--- src/rtl/scan_decoder_pkg.sv ---
// Shared types and constants for the scan_decoder block.
package scan_decoder_pkg;

    typedef enum logic [1:0] {StIdle, StDirect, StScan} state_t;

    localparam logic MODE_DIRECT = 1'b0;
    localparam logic MODE_SCAN   = 1'b1;

endpackage

--- src/rtl/scan_decoder_if.sv ---
// Control and strobe bundle for scan_decoder; master drives controls, slave drives strobes.
interface scan_decoder_if #(
    parameter int unsigned SEL_W   = 4,
    parameter int unsigned DWELL_W = 8
);
    logic                  en;
    logic                  mode;
    logic [SEL_W-1:0]      sel;
    logic                  sel_valid;
    logic                  sel_ready;
    logic [DWELL_W-1:0]    dwell;
    logic [SEL_W-1:0]      last_row;
    logic [2**SEL_W-1:0]   y;
    logic [SEL_W-1:0]      idx;
    logic                  y_valid;
    logic                  wrap;

    modport master (
        output en, mode, sel, sel_valid, dwell, last_row,
        input  sel_ready, y, idx, y_valid, wrap
    );

    modport slave (
        input  en, mode, sel, sel_valid, dwell, last_row,
        output sel_ready, y, idx, y_valid, wrap
    );
endinterface

--- src/rtl/onehot_dec.sv ---
// Combinational enable-gated binary to one-hot decoder.
module onehot_dec #(
    parameter int unsigned SEL_W = 4
) (
    input  logic                en_i,
    input  logic [SEL_W-1:0]    sel_i,
    output logic [2**SEL_W-1:0] y_o
);

    always_comb begin
        y_o = '0;
        if (en_i) begin
            y_o[sel_i] = 1'b1;
        end
    end

endmodule

--- src/rtl/scan_decoder.sv ---
// Registered one-hot row decoder with DIRECT (handshaked select) and SCAN (auto-step) modes.
module scan_decoder
    import scan_decoder_pkg::*;
#(
    parameter int unsigned SEL_W      = 4,
    parameter int unsigned DWELL_W    = 8,
    parameter bit          ACTIVE_LOW = 1'b0
) (
    input  logic          clk,
    input  logic          rst_n,
    scan_decoder_if.slave dec_if
);

    localparam int unsigned OUT_N = 2**SEL_W;

    state_t               state_q, state_d;
    logic [DWELL_W-1:0]   cnt_q, cnt_d;
    logic [DWELL_W-1:0]   cfg_dwell_q, cfg_dwell_d;
    logic [SEL_W-1:0]     cfg_last_q, cfg_last_d;
    logic [SEL_W-1:0]     idx_q, idx_d;
    logic                 y_valid_q, y_valid_d;
    logic                 wrap_q, wrap_d;
    logic [OUT_N-1:0]     onehot_q, onehot_d;

    always_comb begin
        state_d     = state_q;
        cnt_d       = cnt_q;
        cfg_dwell_d = cfg_dwell_q;
        cfg_last_d  = cfg_last_q;
        idx_d       = idx_q;
        y_valid_d   = y_valid_q;
        wrap_d      = 1'b0;

        if (!dec_if.en) begin
            state_d   = StIdle;
            y_valid_d = 1'b0;
            cnt_d     = '0;
        end else if (dec_if.mode == MODE_DIRECT) begin
            state_d = StDirect;
            if (state_q != StDirect) begin
                // Blank on entry; sel_ready only rises once the state is DIRECT.
                y_valid_d = 1'b0;
            end else if (dec_if.sel_valid) begin
                idx_d     = dec_if.sel;
                y_valid_d = 1'b1;
            end
        end else begin
            state_d = StScan;
            if (state_q != StScan) begin
                cfg_dwell_d = dec_if.dwell;
                cfg_last_d  = dec_if.last_row;
                cnt_d       = '0;
                idx_d       = '0;
                y_valid_d   = 1'b1;
            end else if (cnt_q == cfg_dwell_q) begin
                cnt_d = '0;
                if (idx_q == cfg_last_q) begin
                    // Frame boundary: the only point where new dwell/last_row are sampled.
                    idx_d       = '0;
                    wrap_d      = 1'b1;
                    cfg_dwell_d = dec_if.dwell;
                    cfg_last_d  = dec_if.last_row;
                end else begin
                    idx_d = idx_q + 1'b1;
                end
            end else begin
                cnt_d = cnt_q + 1'b1;
            end
        end
    end

    onehot_dec #(
        .SEL_W (SEL_W)
    ) u_dec (
        .en_i  (y_valid_d),
        .sel_i (idx_d),
        .y_o   (onehot_d)
    );

    always_ff @(posedge clk or negedge rst_n) begin
        if (!rst_n) begin
            state_q     <= StIdle;
            cnt_q       <= '0;
            cfg_dwell_q <= '0;
            cfg_last_q  <= '0;
            idx_q       <= '0;
            y_valid_q   <= 1'b0;
            wrap_q      <= 1'b0;
            onehot_q    <= '0;
        end else begin
            state_q     <= state_d;
            cnt_q       <= cnt_d;
            cfg_dwell_q <= cfg_dwell_d;
            cfg_last_q  <= cfg_last_d;
            idx_q       <= idx_d;
            y_valid_q   <= y_valid_d;
            wrap_q      <= wrap_d;
            onehot_q    <= onehot_d;
        end
    end

    assign dec_if.sel_ready = dec_if.en & (state_q == StDirect);
    assign dec_if.y         = onehot_q ^ {OUT_N{ACTIVE_LOW}};
    assign dec_if.idx       = idx_q;
    assign dec_if.y_valid   = y_valid_q;
    assign dec_if.wrap      = wrap_q;

endmodule

--- src/flat_wrapper.sv ---
// flat-port wrapper written by rule: the top's interface ports become plain ports
module scan_decoder_flat import scan_decoder_pkg::*;
#(
    parameter int unsigned SEL_W      = 4,
    parameter int unsigned DWELL_W    = 8,
    parameter bit          ACTIVE_LOW = 1'b0
)
  (clk, rst_n, dec_if_en, dec_if_mode, dec_if_sel, dec_if_sel_valid, dec_if_dwell, dec_if_last_row, dec_if_sel_ready, dec_if_y, dec_if_idx, dec_if_y_valid, dec_if_wrap);
  scan_decoder_if #(.SEL_W(SEL_W), .DWELL_W(DWELL_W)) dec_if_i ();
  input  logic clk;
  input  logic rst_n;
  input wire logic [$bits(dec_if_i.en)-1:0] dec_if_en;
  input wire logic [$bits(dec_if_i.mode)-1:0] dec_if_mode;
  input wire logic [$bits(dec_if_i.sel)-1:0] dec_if_sel;
  input wire logic [$bits(dec_if_i.sel_valid)-1:0] dec_if_sel_valid;
  input wire logic [$bits(dec_if_i.dwell)-1:0] dec_if_dwell;
  input wire logic [$bits(dec_if_i.last_row)-1:0] dec_if_last_row;
  output wire logic [$bits(dec_if_i.sel_ready)-1:0] dec_if_sel_ready;
  output wire logic [$bits(dec_if_i.y)-1:0] dec_if_y;
  output wire logic [$bits(dec_if_i.idx)-1:0] dec_if_idx;
  output wire logic [$bits(dec_if_i.y_valid)-1:0] dec_if_y_valid;
  output wire logic [$bits(dec_if_i.wrap)-1:0] dec_if_wrap;
  assign dec_if_i.en = dec_if_en;
  assign dec_if_i.mode = dec_if_mode;
  assign dec_if_i.sel = dec_if_sel;
  assign dec_if_i.sel_valid = dec_if_sel_valid;
  assign dec_if_i.dwell = dec_if_dwell;
  assign dec_if_i.last_row = dec_if_last_row;
  assign dec_if_sel_ready = dec_if_i.sel_ready;
  assign dec_if_y = dec_if_i.y;
  assign dec_if_idx = dec_if_i.idx;
  assign dec_if_y_valid = dec_if_i.y_valid;
  assign dec_if_wrap = dec_if_i.wrap;
  scan_decoder #(.SEL_W(SEL_W), .DWELL_W(DWELL_W), .ACTIVE_LOW(ACTIVE_LOW)) u_core (.clk(clk), .rst_n(rst_n), .dec_if(dec_if_i));
endmodule
--- config.mk ---
export PLATFORM = sky130hd
export DESIGN_NAME = scan_decoder_flat
export DESIGN_NICKNAME = d
export VERILOG_FILES = /design/src/rtl/scan_decoder_pkg.sv /design/src/rtl/scan_decoder_if.sv /design/src/rtl/onehot_dec.sv /design/src/rtl/scan_decoder.sv /design/src/flat_wrapper.sv
export SDC_FILE = /design/constraint.sdc
export NUM_CORES = 1
export LEC_CHECK = 0
export CAP_MARGIN = 30
export CORE_MARGIN = 4
export CORE_UTILIZATION = 30
export CTS_BUF_LIST = sky130_fd_sc_hd__clkbuf_16
export DETAILED_ROUTE_END_ITERATION = 8
export GPL_TIMING_DRIVEN = 0
export PLACE_DENSITY_LB_ADDON = 0.05
export SETUP_SLACK_MARGIN = 0.3
export SKIP_LAST_GASP = 1
export SLEW_MARGIN = 20
export SYNTH_ARGS = -nofsm -noshare
export SYNTH_HDL_FRONTEND = slang
export SYNTH_SLANG_ARGS = --single-unit
--- constraint.sdc ---
create_clock -name clk -period 2.6 [get_ports clk]
set_input_delay 0.52 -clock clk [delete_from_list [all_inputs] [get_ports clk]]
set_output_delay 0.52 -clock clk [all_outputs]
set_load 0.02 [all_outputs]
# Word level (Yosys, flattened, before mapping)
# Index checks and enable logic that the tools add are counted.
# W data, S select, Z words.
# op_classes
addsub	2
magnitude_cmp	2
n_eq_ne	6
mux	32
bitwise	1
reduce_logical	4
# ops
cell	n
$mux W8	7
$mux W4	10
$mux W16	1
$mux W1	11
$add A8 B1 Y8 const B	1
$eq A8 B8 Y1	1
$lt A4 B5 Y1 const B	1
$add A4 B1 Y4 const B	1
$demux W1 S4	1
$eq A4 B4 Y1	1
$ge A4 B1 Y1 const B	1
$mux W2	2
$ne A2 B1 Y1 const B	2
$reduce_and A4 Y1	1
$reduce_bool A2 Y1	2
$eq A2 B1 Y1 const B	1
$ne A2 B2 Y1 const B	1
$and A1 B1 Y1	1
$logic_and A1 B1 Y1	1
# totals
register_bits	44
in_bits	21
output_inout_bits	23
elab_cells	55

# Longest topological paths before layout
# depth
ltp_word	11
ltp_mapped	8
depth_no_buf	7

# Modules after synthesis
# A second synthesis with hierarchy kept.
# unflattened
cells_unflattened	260
hier_area_um2	2462.4
# by_module_without_submodules
module	n_inst	cells_each	area_each_um2	seq_area_each_um2
scan_decoder	1	237	2344.7	1101.1
onehot_dec	1	23	117.6	0.0

# Worst setup path after synthesis
# No wires, ideal clock.
# synth_path
path_type	register -> register
startpoint	register u_core.cnt_q[3]
endpoint	register u_core.onehot_q[5] (netlist: u_core.dec_if.y[5])
setup_time_ns	0.087
arrival_ns	2.083
required_time_ns	2.513
setup_slack_ns	0.430
path_stages_with_launch	8
path_buffers	1
period_less_slack_ns	2.170
cell_sequence	dfrtp_1 > xor2_1 > or4_4 > o21ai_2 > o21ai_2 > or3b_1 > buf_2 > nor3_1
# synth_via
elab_chain_cells	10
elab_cells_between_ends	11
classes_between	order compare (2); eq/ne (1); mux (7); reduce/logical (1)
# synth_lines
item	line	rtl
start, declared	scan_decoder.sv:17	logic [DWELL_W-1:0] cnt_q, cnt_d;
start signal, assigned	scan_decoder.sv:92	cnt_q <= cnt_d;
$eq A8 B8 Y1 *	scan_decoder.sv:55	end else if (cnt_q == cfg_dwell_q) begin
$mux W4 *	scan_decoder.sv:55	
$mux W4 *	scan_decoder.sv:49	if (state_q != StScan) begin
$mux W4 *	scan_decoder.sv:38	end else if (dec_if.mode == MODE_DIRECT) begin
$mux W4 *	scan_decoder.sv:34	if (!dec_if.en) begin
$lt A4 B5 Y1 (not written as such) / $ge A4 B1 Y1 (equally long branches)	onehot_dec.sv:13	y_o[sel_i] = 1'b1;
$logic_and A1 B1 Y1 (not written as such)	onehot_dec.sv:13	
$mux W1 (not written as such)	onehot_dec.sv:13	
$demux W1 S4 *	onehot_dec.sv:13	
$mux W16 *	onehot_dec.sv:12	if (en_i) begin
net u_core.onehot_d[5]	scan_decoder.sv:23	logic [OUT_N-1:0] onehot_q, onehot_d;
end signal, assigned	scan_decoder.sv:98	onehot_q <= onehot_d;
end, declared	scan_decoder.sv:23	
# The timed path passes the listed nets; every way through them passes the cells marked *.
# A chain may end at the register's enable or synchronous reset.

# Worst setup path in the final report
# layout_path
startpoint	register u_core.cnt_q[6]
endpoint	register u_core.onehot_q[2] (netlist: u_core.dec_if.y[2])
# layout_via
elab_chain_cells	10
elab_cells_between_ends	11
classes_between	order compare (2); eq/ne (1); mux (7); reduce/logical (1)
# layout_lines
item	line	rtl
$eq A8 B8 Y1 *	scan_decoder.sv:55	
$mux W4 *	scan_decoder.sv:55	
$mux W4 *	scan_decoder.sv:49	
$mux W4 *	scan_decoder.sv:38	
$mux W4 *	scan_decoder.sv:34	
net u_core.idx_d[2]	scan_decoder.sv:20	logic [SEL_W-1:0] idx_q, idx_d;
$lt A4 B5 Y1 (not written as such) / $ge A4 B1 Y1 (equally long branches)	onehot_dec.sv:13	
$logic_and A1 B1 Y1 (not written as such)	onehot_dec.sv:13	
$mux W1 (not written as such)	onehot_dec.sv:13	
$demux W1 S4 *	onehot_dec.sv:13	
$mux W16 *	onehot_dec.sv:12	
net u_core.onehot_d[2]	scan_decoder.sv:23	
# Marks and branches as above.

==> results.toml <==
[status]
status = "finished, final reports clean"

[cts]
cts.sink_count = 44
cts-root-buf = "clkbuf_16"
insertion_delay_ps = 280
cts_buffers = 5
path_clk_slew_ps = 60
cts_buffer_depth = 2
h-tree-depth = 2
cts_tree = "done"

[global_routing]
grt_max_degree = 32
gr-usage-all-layers_pct = 12.5
grt_pass1_wl_mm = 8.30
overflow = 0
first_global_vias = 1750
grt_util_met2_pct = 22.2
use_met3_pct = 3.76
grt_util_met1_pct = 14.8
antenna_found_initial = 0
gr-max-usage-layer = "met2"

[floorplanning]
fp.coreArea_um2 = 6420
ios = 44
start_util_pct = 31.3
std_cell_rows = 29
dieHeight_um = 89.8
die_area_um2 = 8070
die_w_um = 89.8

[logic_synthesis]
ys_ff_latch = 44
synth_cell_types = 44
syn_inst = 178
synth-edff-count = 0
async_flop_share_pct = 100
synthSimpleGateAreaFrac_pct = 17.5
seq_area_frac_synth_pct = 54.8
syn_area_um2 = 2010
synth_xor_area_share_pct = 6.54
syn_nets = 201
synth_top_family_by_area = "simple AND/OR/NAND/NOR gates"
synth_compound_area_share_pct = 11.3
synth_mux_area_share_pct = 6.73
yosysWarnings = 0
syn_avg_cell_area_um2 = 11.3
ys.flop_type = "dfrtp_1"
synthAdderAreaFrac_pct = 1.25

[placement]
place.gp.congestion = 0.789
portBuffers = 43
hpwlAfterDp_mm = 3.53
dp_cells = 299
post-place-ws_ps = -175

[timing]
whs_ps = 138
tns_ps = 0
setup_ws_ps = 315
hold_violations = 0
maxSlewViolCount = 0
fin_crit_sh_pct = 87.9
clock_skew_ps = 5.26
tightest_slew_ps = 468
min_period_ps = 2280
fmax_mhz = 438
setup_viol = 0
max-slew-margin-rel_pct = 68.8
rsz0062_at_grt = "true"

[layout]
mostFrequentLayoutCells = "dfrtp_1, clkdlybuf4s50_1, buf_4, nor3_2, mux2_2"
diodes = 0
layout_commonest_cell = "dfrtp_1"
area_delta_synth_final_pct = 49.2
layout.nets = 267
drive_gt1_share_pct = 30.2
stdcell_count = 322

[routing]
antenna_left = 0
drtIter0Drc = 74
wl_per_cell_um = 15.0
first_pass_iters = 4
drt-total-wl_mm = 4.83
drcViolationCount = 0
via_per_inst = 5.06
num_vias = 1630

[pwr]
irDropWorstVdd_v = 0.000254
leakage_nw = 1.28
p_per_area_nw_per_um2 = 574

[critical_path]
critPathCapture = "u_core.dec_if.y[2]"
reg2regPathDepth = 6
critPathRequiredTime_ps = 2810
r2r_setup_slack_ps = 320
crit_arrival_ps = 2500
cp-start-kind = "flop"
path_class = "reg -> reg"
rr_endpoint = "u_core.dec_if.y[2]"
end_kind = "flop"
r2r_start = "u_core.cnt_q[6]"
critPathMaxFanout = 4
crit_path_start = "u_core.cnt_q[6]"

[worst_hold_path]
hp-class = "in -> async"

[flow_run]
drv_cap = 0
==> worst max-delay path: stages (launching register included) <==
cell and delay [ps]:
dfrtp_1 420, xor2_1 220, or4_4 540, o311ai_4 260
o211ai_1 200, or3_4 410, nor3_2 150
==> where the power goes <==
group | internal, mW | switching (mW) | leakage [nW] | total [mW]
combinational | 0.132 | 0.126 | 0.614 | 0.258
clock | 0.448 | 0.253 | 0.0850 | 0.701
sequential | 0.727 | 0.0347 | 0.580 | 0.762
==> per-stage QoR <==
step / instance area (um2) / utilization, % / power (mW)
after floorplan: 2010 / - / 0.892
after global placement: 2530 / 39.5 / 0.979
after detailed placement: 2550 / 39.7 / 0.989
after CTS: 2830 / 44.0 / 1.72
after global routing: 3000 / 46.7 / 1.79
final: 3000 / 46.7 / 1.72
==> registers in the layout, indices dropped and copies added (netlist names) <==
signal,flops
u_core.cfg_last_q,4
u_core.cnt_q,8
u_core.dec_if.idx,4
u_core.dec_if.y,16
u_core.dec_if.wrap,1
u_core.dec_if.y_valid,1
u_core.state_q,2
u_core.cfg_dwell_q,8
==> worst min-delay path by stage <==
stage                          startpoint               endpoint  slack, ps  cells past startpoint
finish                              rst_n     u_core.dec_if.y[3]        140                      1
global route                        rst_n     u_core.dec_if.y[9]        160                      1
CTS                                 rst_n     u_core.dec_if.y[1]        150                      1
detailed placement                  rst_n     u_core.dec_if.y[1]        450                      1
global placement    u_core.cfg_dwell_q[7]  u_core.cfg_dwell_q[7]        520                      1
floorplan                           rst_n  u_core.cfg_dwell_q[0]        220                      0
==> synth_stat cells, types with 3 or more instances <==
library cell / instances / area (um2)
mux2_2: 12 / 135
nor2_1: 8 / 30.0
nor3_1: 15 / 75.1
o21a_1: 3 / 22.5
nand2_1: 11 / 41.3
inv_1: 3 / 11.3
a22oi_1: 3 / 22.5
and3_1: 3 / 18.8
a21oi_1: 3 / 15.0
xnor2_1: 6 / 52.6
nand3_1: 5 / 25.0
o21ai_0: 14 / 70.1
dfrtp_1: 44 / 1100
xor2_1: 9 / 78.8
==> per-layer routing <==
metal	wire length [um]	up-vias	part of all wire (%)
li1	-	772	-
met1	2050	805	43
met2	2450	46	51
met3	261	7	5.4
met4	58	0	1.2
met5	0	-	0
==> timing repair <==
item | 4_1_cts | 5_1_grt
hold buffers | 0 | 0
setup endpoints to repair | 29 | 26
pin swaps | 3 | 7
cloned | 0 | 1
endpoints found under the hold margin | 0 | 0
resized for setup | 16 | 31
setup buffers | 7 | 7
==> area by class of cell <==
class | count | area [um2]
timing repair buffer | 59 | 562
clock inverter | 3 | 38.8
buffer | 4 | 33.8
inverter | 4 | 17.5
multi-input combinational | 126 | 1020
fill | 591 | 3430
clock buffer | 5 | 125
tap | 77 | 96.3
sequential | 44 | 1100
==> kinds of logic after synthesis <==
group,after synthesis
compound gates,35
buf+inv,8
simple gates,62
mux,12
xor+xnor,15
fa+ha+maj,2
flops,44
Note: power is estimated with default switching activity, not from simulation.
==> RTL change 1: new RTL, same settings <==
`ACTIVE_LOW` is set to 1'b0 in 2 places; all go to 1'b1.
--- a/src/rtl/scan_decoder.sv
+++ b/src/rtl/scan_decoder.sv
@@ -4,7 +4,7 @@
 #(
     parameter int unsigned SEL_W      = 4,
     parameter int unsigned DWELL_W    = 8,
-    parameter bit          ACTIVE_LOW = 1'b0
+    parameter bit          ACTIVE_LOW = 1'b1
 ) (
     input  logic          clk,
     input  logic          rst_n,
--- a/src/flat_wrapper.sv
+++ b/src/flat_wrapper.sv
@@ -3,7 +3,7 @@
 #(
     parameter int unsigned SEL_W      = 4,
     parameter int unsigned DWELL_W    = 8,
-    parameter bit          ACTIVE_LOW = 1'b0
+    parameter bit          ACTIVE_LOW = 1'b1
 )
   (clk, rst_n, dec_if_en, dec_if_mode, dec_if_sel, dec_if_sel_valid, dec_if_dwell, dec_if_last_row, dec_if_sel_ready, dec_if_y, dec_if_idx, dec_if_y_valid, dec_if_wrap);
   scan_decoder_if #(.SEL_W(SEL_W), .DWELL_W(DWELL_W)) dec_if_i ();
Check against the original RTL: not equivalent (Yosys sat finds a counterexample within 4 cycles, from zero or initial values and one cycle with rst_n low).
==> RTL change 1 against the unedited design <==
  * Sequential share of layout area fell by 0.82 points
  * Final area rose by 2.2%
  * Count of clock-buffer cells in the layout did not move
  * Synthesized cell count rose by 12%
  * Via count grew 4.3%
  * Sequential cell count is the same
  * Clock skew up 0.0033 ns
  * Wire length grew 2.3%
  * Power is 17% higher
  * Worst setup slack lost 0.025 ns
  * Area after synthesis up 4.8%
  * Critical endpoint is now u_core.cfg_last_q[0]
  * Highest routed layer unchanged
==> RTL change 1: results (changes against the unedited design) <==
Power and ir drop
  • Sw Ratio: 28.4% (+4.3 points)
  • Clk pwr share: 35.8% (-5.0 points)
  • LEAKAGE: 0.00134 uW (+4.6%)
  • Combinational power: 476 uW (+84%)
  • Cell Int Power: 1440 uW (+10%)
  • Worst ir drop on vdd: 0.302 mV (+19%)

Setup path
  • Crit. Startpoint: u_core.cnt_q[3]
  • Worst r2r path cells: 8 (+2)
  • Worst setup path end: u_core.cfg_last_q[0]
  • WP data arrival: 2.47 ns (-0.03 ns)
  • Worst flop-to-flop path endpoint: u_core.cfg_last_q[0]
  • Flop2flop setup slack: 0.29 ns (-0.02 ns)

Detailed routing
  • Routed WL: 4.93 mm (+2.3%)
  • Number of DRC markers after the initial detailed-route iteration: 84 (+14%)
  • Metal-1 WL: 2.19 mm (+6.6%)
  • Pre-Repair DR Iteration Count: 5 (+1)
  • Drt via density: 4.68 (-7.5%)
  • DR WL met3: 262 um (+0.38%)
  • Met2 wire length: 2.43 mm (-0.77%)

Global routing
  • GRT met2 Usage: 19.7% (-2.5 points)
  • Vias in the first global route: 1661 (-5.1%)
  • First-pass GRT wire length: 8.06 mm (-2.9%)
  • Total track usage: 11.9% (-0.69 points)
  • Met3 GRT Util: 2.63% (-1.1 points)
  • GR Util met1: 15.3% (+0.56 points)
  • Largest net degree at the start of global routing: 26 (-19%)

STA
  • Hold WS: 0.196 ns (+0.0578 ns)
  • Worst slew pin tran: 0.670 ns (+0.202 ns)
  • Final worst setup slack: 0.291 ns (-0.0248 ns)
  • Skew final: 0.00855 ns (+0.00330 ns)
  • Endpoints failing setup: 0 (unchanged)

Synth
  • Ys async rst share: 100% (unchanged)
  • Synth Warn #: 0 (unchanged)
  • Main area contributors after synthesis: dfrtp_1 (52%), mux2_1 (6.4%), xor2_1 (4.2%)
  • Cells after synthesis: 200 (+12%)
  • XOR/XNOR Fraction of Synth Area: 5.83% (-0.72 points)
  • Post-synthesis sequential area ratio: 52.3% (-2.5 points)
  • Fraction of synthesized area in multiplexers: 6.42% (-0.31 points)
  • Adder-Cell Fraction of Synth Area: 1.19% (-0.057 points)
  • Syn nets: 223 (+11%)
  • Most common cell in the netlist: dfrtp_1
  • Commonest cells post-synth: dfrtp_1 (44), nor2_1 (23), inv_1 (21)
  • Synth Area in Compound Gates: 11.3% (-0.043 points)

Status
  • Status: finished clean

Place
  • Area of placed instances: 2670 um^2 (+4.7%)
  • Placed insts: 340 (+14%)
  • Hpwl dp: 3.52 mm (-0.29%)
  • Pre-CTS setup slack: -0.299 ns (-0.124 ns)
  • Gpl congestion: 0.803 (+1.8%)

Clocking
  • Post-CTS setup buffer count: 3 (-4)
  • CTS-repair resized insts: 8 (-8)

Cells and area
  • Layout Cells excl Fill: 363 (+13%)
  • Diode count: 0 (unchanged)
  • Fin nets: 289 (+8.2%)
  • Largest registers: u_core.onehot_q x16, u_core.cfg_dwell_q x8, u_core.cnt_q x8
  • Layout cell share with drive strength beyond 1: 19.1% (-11 points)

Hold path
  • Hold WC Path Type: in -> async
==> RTL change 1: changes by cell type in the layout (fill, tap and decap cells not counted), moves of 3 or more <==
cell and delta:
inv_1 +17, nor2_1 +16, nor3_2 -13, mux2_2 -12, mux2_1 +6, mux2_4 +6
o21ai_1 +6, o21ai_0 -5, nand3_1 +4, and4b_1 +3, o21a_1 -3, o21ai_2 -3
==> RTL change 1: layout make-up <==
cell class | count | area, um^2
inverters | 21 | 78.8
flip-flops and latches | 44 | 1100
multi-input cells | 132 | 1010
clock buffers | 5 | 125
well taps | 96 | 120
fillers | 671 | 3730
repair buffers | 59 | 558
clock inverters | 3 | 47.5
plain buffers | 3 | 21.3
==> RTL change 1: worst max-delay path, stage by stage, from the launching register on <==
cell and delay (ns):
dfrtp_1 0.44, xor2_2 0.18, nor4_4 0.33, and2_4 0.23, nand2_4 0.06, a311oi_4 0.38, buf_4 0.18, buf_4 0.10
mux2_4 0.28
==> RTL change 2: new RTL, same flow settings <==
Made on the original files. Encoding of `state_t`: now one-hot (3 bits for 3 states).
--- a/src/rtl/scan_decoder_pkg.sv
+++ b/src/rtl/scan_decoder_pkg.sv
@@ -1,7 +1,7 @@
 // Shared types and constants for the scan_decoder block.
 package scan_decoder_pkg;
 
-    typedef enum logic [1:0] {StIdle, StDirect, StScan} state_t;
+    typedef enum logic [2:0] {StIdle = 3'b001, StDirect = 3'b010, StScan = 3'b100} state_t;
 
     localparam logic MODE_DIRECT = 1'b0;
     localparam logic MODE_SCAN   = 1'b1;
Behaviour: no difference found for any inputs over 10 cycles, from zero or initial values and one cycle with rst_n low; not proved beyond that.
==> RTL change 2 against the unedited design <==
  * Sequential cell count rose by 1
  * Via count fell by 0.37%
  * Register-to-register slack improved by 0.10 ns
  * Highest routed layer unchanged
  * Power grew 11%
  * Synthesized cell count grew 3.4%
  * Largest cell class unchanged
  * Wire length increased by 1.8%
  * Area after synthesis rose by 7.1%
  * Fmax is 2.5% higher
  * Worst setup slack better by 0.056 ns
  * Final area increased by 0.13%
==> RTL change 2: results (changes against the unedited design) <==
Detailed routing
  • Wire length per cell: 14.6 um (-2.7%)
  • Drt via density: 4.82 (-4.8%)
  • Routed WL: 4.91 mm (+1.8%)
  • Number of DRC markers after the initial detailed-route iteration: 66 (-11%)

STA
  • Worst slew pin tran: 0.608 ns (+0.140 ns)
  • Skew final: 0.00395 ns (-0.00130 ns)

Synth
  • Commonest cells post-synth: dfrtp_1 (44), mux2_2 (14), nand2_1 (13)
  • Syn nets: 207 (+3.0%)
  • Avg Cell Area, Syn: 11.7 um^2 (+3.6%)
  • Post-synthesis sequential area ratio: 52.4% (-2.4 points)
  • Netlist cell types: 53 (+20%)

Setup path
  • Worst setup path end: u_core.dec_if.y[8]
  • Worst flop-to-flop path endpoint: u_core.dec_if.y[10]
  • WP data arrival: 2.40 ns (-0.10 ns)
  • Crit path max fanout: 9 (+5)
  • Worst r2r path cells: 7 (+1)
  • Crit. Startpoint: dec_if_sel_valid
  • Critical Path Max Stage Delay: 0.48 ns (-0.06 ns)
  • Flop2flop setup slack: 0.42 ns (+0.10 ns)
  • Slowest CP cell: clkdlybuf4s50_1

Power and ir drop
  • LEAKAGE: 0.00122 uW (-4.4%)
  • Worst ir drop on vdd: 0.240 mV (-5.5%)

Global routing
  • First-pass GRT wire length: 8.02 mm (-3.3%)
  • Largest net degree at the start of global routing: 25 (-22%)
  • Total track usage: 12.0% (-0.58 points)
  • Vias in the first global route: 1624 (-7.2%)

Cells and area
  • Fill count: 662 (+12%)
  • Fin nets: 263 (-1.5%)

Place
  • Placed insts: 323 (+8.0%)
  • Hpwl dp: 3.63 mm (+2.9%)
  • # port buffers: 42 (-2.3%)
  • Gpl congestion: 0.770 (-2.5%)

Status
  • Status: finished clean
-- RTL change 2: cell types whose count changed in the layout (fill, tap and decap cells not counted), moves of 3 or more --
cell,change
nor3_2,-13
buf_4,-8
nor3b_1,+3
a22oi_1,-3
xor2_1,-4
-- RTL change 2: where the power goes --
group          internal [uW]  switching [uW]  total [uW]  leakage, uW
Sequential               762            63.7         825     0.000588
Clock                    352             256         608    0.0000696
Combinational            236             246         482     0.000564
-- RTL change 2: worst min-delay path by stage --
stage | startpoint | to | slack [ns] | cells past startpoint
after CTS | rst_n | u_core.dec_if.wrap | 0.23 | 1
after floorplan | rst_n | u_core.cfg_dwell_q[0] | 0.22 | 0
after global placement | u_core.cnt_q[7] | u_core.cnt_q[7] | 0.50 | 1
after detailed placement | u_core.cnt_q[7] | u_core.cnt_q[7] | 0.50 | 1
final | rst_n | u_core.dec_if.wrap | 0.21 | 1
after global routing | rst_n | u_core.dec_if.wrap | 0.26 | 1
-- RTL change 2: timing repair --
item                                    4_1_cts  5_1_grt
resized for setup                             9       15
endpoints found under the setup margin       23       26
hold buffers                                  0        0
pin swaps                                     4        4
setup buffers                                 3        3
-- RTL change 2: routing by layer --
metal,vias up,global-route usage [%],routed length (um)
met3,7,3.33,257
met5,-,0,0
met1,789,14.7,2180
met4,0,4.40,69
met2,42,20.1,2410
li1,786,-,-
-- RTL change 2: per-stage QoR --
step           TNS, ns  hold slack (ns)  worst slack [ns]  power [uW]  area (um^2)
3_5_place_dp     -1.05            0.503            -0.180        1250         2710
2_1_floorplan        0            0.224             0.482        1090         2150
4_1_cts              0            0.231             0.306        1900         2910
3_3_place_gp     -7.75            0.495            -0.168        1240         2690
5_1_grt              0            0.259             0.247        2010         3000
6_report             0            0.213             0.371        1920         3000
-- RTL change 2: logic make-up (layout without fill, tap and decap cells) --
kind of cell	after synthesis	count (layout)	share of synthesized area, %
buf+inv	11	68	2.21
xor+xnor	13	13	5.29
fa+ha+maj	2	2	1.16
mux	14	14	7.33
compound gates	33	33	11.6
simple gates	66	66	20.0
flops	45	45	52.4
-- RTL change 2: area by class of cell --
class | count | area (um^2) | share of cell area, %
sequential | 45 | 1130 | 37.7
multi-input combinational | 128 | 1070 | 35.5
timing repair buffer | 49 | 488 | 16.3
clock buffer | 5 | 125 | 4.17
tap | 96 | 120 | 4.00
buffer | 4 | 27.5 | 0.917
inverter | 7 | 26.3 | 0.876
clock inverter | 3 | 17.5 | 0.584
